$ cat config.mk
export PLATFORM = sky130hd
export DESIGN_NAME = pc_sequencer
export DESIGN_NICKNAME = d
export VERILOG_FILES = /design/src/rtl/pc_sequencer.sv
export SDC_FILE = /design/constraint.sdc
export NUM_CORES = 1
export LEC_CHECK = 0
export BUFFER_PORTS_ARGS = -buffer_cell sky130_fd_sc_hd__buf_2
export CORE_AREA = 2 2 99 101
export CTS_CLUSTER_DIAMETER = 80
export CTS_CLUSTER_SIZE = 40
export DETAILED_ROUTE_END_ITERATION = 10
export DIE_AREA = 0 0 101 103
export SYNTH_ARGS = -nofsm -noshare
export SYNTH_HDL_FRONTEND = slang
export SYNTH_SLANG_ARGS = --single-unit
$ cat constraint.sdc
create_clock -name CLK -period 3.3 [get_ports CLK]
set_input_delay 0.165 -clock CLK [delete_from_list [all_inputs] [get_ports CLK]]
set_output_delay 0.165 -clock CLK [all_outputs]
set_load 0.03 [all_outputs]
$ cat src/rtl/pc_sequencer.sv
// Program-counter sequencer: INIT/FETCH/EXEC/INTR control FSM with a
// return-address stack, branch/call/return and a single interrupt vector.
// Ports:
//   CLK, RST_N       clock, async active-low reset
//   PC_COUNT         current program counter value
//   BR_REQ/CALL_REQ/RET_REQ, TGT_ADDR   flow-control requests (EXEC only)
//   SEI/CLI          set/clear interrupt enable (EXEC only)
//   INTR             level-sensitive interrupt request
//   PC_RST/PC_LD/PC_INC, PC_DIN         program counter controls
//   IR_LD            instruction-register load strobe
//   IE, STK_ERR, STK_CNT, STATE         status
module pc_sequencer #(
  parameter int         STACK_DEPTH = 8,
  parameter logic [9:0] INTR_VECTOR = 10'h3FF
) (
  input  logic       CLK,
  input  logic       RST_N,
  input  logic [9:0] PC_COUNT,
  input  logic       BR_REQ,
  input  logic       CALL_REQ,
  input  logic       RET_REQ,
  input  logic [9:0] TGT_ADDR,
  input  logic       SEI,
  input  logic       CLI,
  input  logic       INTR,
  output logic       PC_RST,
  output logic       PC_LD,
  output logic       PC_INC,
  output logic [9:0] PC_DIN,
  output logic       IR_LD,
  output logic       IE,
  output logic       STK_ERR,
  output logic [4:0] STK_CNT,
  output logic [1:0] STATE
);

  typedef enum logic [1:0] {
    S_INIT  = 2'd0,
    S_FETCH = 2'd1,
    S_EXEC  = 2'd2,
    S_INTR  = 2'd3
  } state_t;

  localparam int         AW    = $clog2(STACK_DEPTH);
  localparam logic [4:0] DEPTH = 5'(STACK_DEPTH);

  state_t     st;
  state_t     st_nxt;
  logic       ie_nxt;
  logic       push;
  logic       pop;
  logic [9:0] push_val;
  logic [4:0] cnt;
  logic [4:0] top;
  logic       empty;
  logic       full;
  logic [9:0] stk [STACK_DEPTH];

  assign top     = cnt - 5'd1;
  assign empty   = (cnt == 5'd0);
  assign full    = (cnt >= DEPTH);
  assign STK_CNT = cnt;
  assign STATE   = st;

  always_comb begin
    PC_RST   = 1'b0;
    PC_LD    = 1'b0;
    PC_INC   = 1'b0;
    PC_DIN   = 10'd0;
    IR_LD    = 1'b0;
    STK_ERR  = 1'b0;
    push     = 1'b0;
    pop      = 1'b0;
    push_val = 10'd0;
    ie_nxt   = IE;
    st_nxt   = st;
    unique case (st)
      S_INIT: begin
        PC_RST = 1'b1;
        st_nxt = S_FETCH;
      end
      S_FETCH: begin
        IR_LD  = 1'b1;
        st_nxt = S_EXEC;
      end
      S_EXEC: begin
        ie_nxt = CLI ? 1'b0 : (SEI ? 1'b1 : IE);
        // interrupt decision uses the enable as updated this cycle
        st_nxt = (INTR && ie_nxt) ? S_INTR : S_FETCH;
        if (RET_REQ) begin
          if (empty) begin
            STK_ERR = 1'b1;
            PC_INC  = 1'b1;
          end else begin
            pop    = 1'b1;
            PC_LD  = 1'b1;
            PC_DIN = stk[top[AW-1:0]];
          end
        end else if (CALL_REQ) begin
          if (full) begin
            STK_ERR = 1'b1;
            PC_INC  = 1'b1;
          end else begin
            push     = 1'b1;
            push_val = PC_COUNT + 10'd1;
            PC_LD    = 1'b1;
            PC_DIN   = TGT_ADDR;
          end
        end else if (BR_REQ) begin
          PC_LD  = 1'b1;
          PC_DIN = TGT_ADDR;
        end else begin
          PC_INC = 1'b1;
        end
      end
      S_INTR: begin
        PC_LD  = 1'b1;
        PC_DIN = INTR_VECTOR;
        ie_nxt = 1'b0;
        st_nxt = S_FETCH;
        // vector regardless; only the resume push is lost when full
        if (full) begin
          STK_ERR = 1'b1;
        end else begin
          push     = 1'b1;
          push_val = PC_COUNT;
        end
      end
    endcase
  end

  always_ff @(posedge CLK or negedge RST_N) begin
    if (!RST_N) begin
      st  <= S_INIT;
      IE  <= 1'b0;
      cnt <= 5'd0;
    end else begin
      st <= st_nxt;
      IE <= ie_nxt;
      if (push) begin
        cnt <= cnt + 5'd1;
      end else if (pop) begin
        cnt <= cnt - 5'd1;
      end
    end
  end

  always_ff @(posedge CLK) begin
    if (push) begin
      stk[cnt[AW-1:0]] <= push_val;
    end
  end

endmodule

==> results of run 1 <==
final timing paths:
path / startpoint / to / slack [ns] / depth (start not counted)
setup / recovery: STK_CNT[1]$_DFFE_PN0P_ / PC_DIN[8] / 0.36 / 8
hold / removal: INTR / STATE[1]$_DFF_PN0_ / 0.10 / 3
setup reg to reg: STATE[0]$_DFF_PN0_ / stk[1][8]$_DFFE_PP_ / 0.49 / 6
hold reg to reg: IE$_DFFE_PN0P_ / STATE[1]$_DFF_PN0_ / 0.59 / 2
max in group asynchronous: RST_N / STK_CNT[0]$_DFFE_PN0P_ / 2.94 / 2
min in group asynchronous: RST_N / STK_CNT[3]$_DFFE_PN0P_ / 0.19 / 2
where the power goes:
group	switching [mW]	total (mW)	internal, mW
Clock	0.374	0.721	0.348
Sequential	0.104	1.59	1.48
Combinational	1.24	2.06	0.819
state kept, by name, indices dropped and copies added (netlist names):
| signal | cells |
|---|---|
| IE | 1 |
| stk | 80 |
| STATE | 2 |
| STK_CNT | 5 |
cell usage in the layout, fill, tap and decap left out, drive strengths merged, types with 3 or more instances in the layout:
| master | netlist | routed |
|---|---|---|
| a31oi | 3 | 3 |
| o22ai | 11 | 11 |
| and3 | 4 | 4 |
| a21oi | 3 | 3 |
| nand2 | 10 | 10 |
| dfrtp | 8 | 8 |
| ha | 9 | 9 |
| edfxtp | 80 | 80 |
| clkinv | 0 | 3 |
| buf | 9 | 64 |
| nor3 | 6 | 6 |
| a21o | 6 | 6 |
| inv | 29 | 30 |
| xnor2 | 3 | 3 |
| clkbuf | 3 | 10 |
| nand3 | 8 | 8 |
| or3 | 3 | 3 |
| mux4 | 20 | 20 |
| a211o | 11 | 11 |
| o21ai | 10 | 10 |
| nor4 | 3 | 3 |
| nor2 | 9 | 9 |
| nor3b | 3 | 3 |
metrics by stage:
| stage | hold WS [ns] | power [mW] | util [%] |
|---|---|---|---|
| after floorplan | -0.131 | 3.14 | - |
| after global placement | 0.0259 | 3.67 | 48.1 |
| after detailed placement | 0.0256 | 3.70 | 48.1 |
| after CTS | 0.0891 | 4.43 | 50.3 |
| after global routing | 0.112 | 4.66 | 50.3 |
| final | 0.101 | 4.37 | 50.3 |
per-layer routing:
| metal | vias to the layer above | global-route usage, % |
|---|---|---|
| met5 | - | 0 |
| met1 | 1232 | 24.0 |
| met2 | 69 | 30.2 |
| met4 | 0 | 5.61 |
| met3 | 10 | 4.41 |
| li1 | 1198 | - |
worst reg2reg max path, cell delays in order, from the launching register on:
cell	delay, ns
dfrtp_1	0.43
inv_1	0.10
ha_1	0.34
nand3b_1	0.24
or3_1	0.54
a31o_1	0.26
a31oi_1	0.60
repair_timing:
action,in CTS,in global routing
setup buffers,0,0
hold buffers,2,0
endpoints found under the hold margin,9,0
cell families after synthesis:
group | Yosys count | synth area share (%)
DFF | 88 | 63.4
and+or+nand+nor | 55 | 7.99
AOI/OAI and AO/OA | 54 | 9.33
buffers and inverters | 41 | 4.42
muxes | 22 | 11.5
adders and majority gates | 9 | 2.74
xor gates and xnor gates | 3 | 0.640
cell type report:
| cell class | count | area, um2 |
|---|---|---|
| Fill cell | 821 | 4710 |
| Sequential cell | 88 | 2600 |
| Multi-Input combinational cell | 143 | 1330 |
| Timing Repair Buffer | 66 | 388 |
| Tap cell | 114 | 143 |
| Clock buffer | 10 | 128 |
| Inverter | 29 | 109 |
| Clock inverter | 5 | 57.6 |
==> results.ini, run 1 <==
[clocking]
cts-resized-gates=0
cts.sinks=88
clock_latency_ns=0.35
cts_tree=done
root_buffer=clkbuf_8
clkTransAtPathRegs_ns=0.09
ctsLongestPathBuffers=2
ctsHtreeMaxLevel=3
cts-buffers-inserted=9

[place]
numPortBuffers=50
place_congestion=0.802
post-place-ws_ns=0.532
dpl_cell_area_um2=4550
place_hpwl_um=5890
placed_cells=438

[global_routing]
grt.total_usage_pct=18.2
grt_max_degree=29
grt_pass1_vias=2429
grt_overflow=0
antenna_found_initial=0
grt_pass1_wl_um=13500

[routing]
wl_met2_um=4340
drt_iter0_markers=137
first_pass_iters=4
routed_wl_um=8810
wl_met1_um=3910
viasPerCell=5.51
antenna_left=0
routed-wl-met3_um=457
routedWlPerCell_um=19.4
highest_layer=met4
drc=0
vias=2509

[die]
die_area_um2=10400
die_w_um=101
die_y_um=103
start_util_pct=43.4
coreArea_um2=9460
rows=36
io_pins=51

[synthesis]
yosys-top-cells-count=edfxtp_1, inv_1, mux4_2, a211o_1, o22ai_1
synth_warnings=0
syn_nets=309
synth_edf_count=80
yosysSeqAreaShare_pct=63.4
synth_top_cells_by_area=edfxtp_1, mux4_2, dfrtp_1
synth_cells=272
synth_ff_type=edfxtp_1
synth.top_cell.area_share_pct=58.5
ys_seq_elements=88
postSynth.asyncResetShare_pct=9.09
syn_avg_cell_area_um2=15.1
netlist.top_cell.by_area=edfxtp_1
yosysMostFrequentCell=edfxtp_1
synthesis.area_um2=4100
yosysUniqueCellTypes=45

[pwr]
powerDensity_nw_per_um2=919
peakVddDrop_uv=342
p_leak_nw=1.92

[critical_path]
cp_max_fo=14
slowest_delay_ns=0.60
cp-end-kind=output pin
critical_path_class=reg2out
crit_path_frequent_cell=inv_1
worstPathRequired_ns=3.13
crit_chain=inv_1 -> ha_1 -> buf_12 -> mux4_2 -> inv_1 -> o22ai_1 -> a211o_1 -> buf_2
start_kind=flop
crit_buf_inv=4
cp_top_family=buffers and inverters
cp_slowest_cell=ha_1
arrival_ns=2.77

[timing]
setup-violations-final=0
relSlewSlack_pct=40.3
hold_violations=0
finalCriticalPeriod_ns=2.94
min_period_over_period_pct=89.0
worst_slew_pin_slew_ns=0.886
slew_violations=0
fmax_ghz=0.341
skew_ns=0.00919
layout_setup_ws_ns=0.364
fin_setup_tns_ns=0
rsz0062_at_grt=false

[final_layout]
syn2layout_area_growth_pct=15.8
fin_area_um2=4750
fin_nets=374
layout.cells.non_filler=455
drive_above_1_share_pct=30.2
antenna_cells=0

[status]
status=completed

[min_path]
hp-class=in2reg

[flow_run]
maxCapViolations=0

No activity file was read; power rests on OpenSTA's default activity.
==> inputs of run 2 (changes only) <==
--- a/config.mk
+++ b/config.mk
@@ -6,11 +6,13 @@
 export NUM_CORES = 1
 export LEC_CHECK = 0
 export BUFFER_PORTS_ARGS = -buffer_cell sky130_fd_sc_hd__buf_2
-export CORE_AREA = 2 2 99 101
+export CORE_AREA = 2 2 94 96
 export CTS_CLUSTER_DIAMETER = 80
 export CTS_CLUSTER_SIZE = 40
 export DETAILED_ROUTE_END_ITERATION = 10
-export DIE_AREA = 0 0 101 103
+export DIE_AREA = 0 0 96 98
+export PLACE_DENSITY = 0.69
+export RECOVER_POWER = 25
 export SYNTH_ARGS = -nofsm -noshare
 export SYNTH_HDL_FRONTEND = slang
 export SYNTH_SLANG_ARGS = --single-unit
==> results.ini, run 2 (synthesis results as in run 1) <==
[place]
place_hpwl_um=5930
numPortBuffers=50
dpl_cell_area_um2=4540
post-place-ws_ns=0.560
placed_cells=433
place_congestion=0.830

[global_routing]
grt_pass1_wl_um=13900
grt_use_met2_pct=33.0
grt_pass1_vias=2485
grt.total_usage_pct=20.6
grtUsageMet1_pct=28.8
top_usage_layer=met2
grt_max_degree=29
grtUsageMet3_pct=4.63
antenna_found_initial=0
grt_overflow=0

[timing]
fin_setup_tns_ns=0
relSlewSlack_pct=34.4
setup-violations-final=0
fmax_ghz=0.346
min_period_over_period_pct=87.5
skew_ns=0.00457
slew_violations=0
finalCriticalPeriod_ns=2.89
layout_setup_ws_ns=0.414
hold_violations=0
hold_ws_ns=0.122
worst_slew_pin_slew_ns=0.984
rsz0062_at_grt=false

[critical_path]
critical_path_class=reg2reg
cp-end-kind=flop
worstPathRequired_ns=3.29
start_kind=flop
arrival_ns=2.87
reg2reg_depth=6
cp_max_fo=11

[clocking]
cts_tree=done
cts_hold_buffers=2
cts-resized-gates=0
postCtsSetupBuffers=0
cts-buffers-inserted=9
root_buffer=clkbuf_8
cts.sinks=88
clkTransAtPathRegs_ns=0.09
ctsLongestPathBuffers=2
ctsHtreeMaxLevel=3
clock_latency_ns=0.35

[die]
coreArea_um2=8470
die_w_um=96
die_y_um=98
rows=34
die_area_um2=9410
start_util_pct=48.5
io_pins=51

[final_layout]
fin_area_um2=4730
final_cell_mix=edfxtp_1, buf_2, inv_1
drive_above_1_share_pct=26.5
largest_register_ffs=80
final_common_cell=edfxtp_1
syn2layout_area_growth_pct=15.2
layout.cells.non_filler=451
fin_nets=375
multi_input_area_um2=1320
fillerInstances=689
antenna_cells=0
register_area_um2=2600
fin_util_pct=55.8

[routing]
drc=0
drt_iter0_markers=202
routed_wl_um=9140
viasPerCell=5.76
vias=2599
antenna_left=0
routedWlPerCell_um=20.3
first_pass_iters=5

[pwr]
intPower_mw=2.61
power_mw=4.36
p_seq_share_pct=36.4
combPwrFrac_pct=46.3
powerDensity_nw_per_um2=923
p_switching_mw=1.76
peakVddDrop_uv=475
p_sw_share_pct=40.3
p_leak_nw=1.88
clkPwrFrac_pct=17.3

[min_path]
hold_depth=3
hp-class=in2reg

[flow_run]
maxCapViolations=0

[status]
status=completed

-- run 2: routing by layer --
metal,vias to the layer above,share of wire (%)
li1,1200,-
met1,1290,42
met2,101,50
met3,8,6.6
met4,0,0.91
met5,-,0
-- run 2: final cells by class --
class | instances | area share [%]
Clock buffer | 9 | 2.62
Clock inverter | 7 | 1.69
Inverter | 29 | 2.30
Multi-Input combinational cell | 143 | 27.9
Sequential cell | 88 | 55.1
Tap cell | 108 | 2.86
Timing Repair Buffer | 67 | 7.54
-- run 2: power by group through the flow --
stage	sequential (mW)	combinational (mW)	clock [mW]
detailed placement	1.61	2.06	0
global placement	1.60	2.02	0
global route	1.61	2.21	0.812
CTS	1.59	2.07	0.765
finish	1.59	2.02	0.754
floorplan	1.66	1.49	0
-- run 2: worst paths after layout --
kind	startpoint	endpoint	slack, ns
hold / removal	INTR	STATE[1]$_DFF_PN0_	0.12
setup / recovery	STATE[0]$_DFF_PN0_	stk[0][0]$_DFFE_PP_	0.41
min in group asynchronous	RST_N	STATE[0]$_DFF_PN0_	0.26
setup reg to reg	STATE[0]$_DFF_PN0_	stk[0][0]$_DFFE_PP_	0.41
max in group asynchronous	RST_N	IE$_DFFE_PN0P_	2.73
hold reg to reg	IE$_DFFE_PN0P_	IE$_DFFE_PN0P_	0.61
-- run 2: critical path: stages (launching register included) --
cell and delay, ns:
dfrtp_1 0.44, inv_1 0.11, ha_1 0.35, nand3b_1 0.27, a211o_1 0.47, nor4_1 0.20
clkbuf_1 0.67
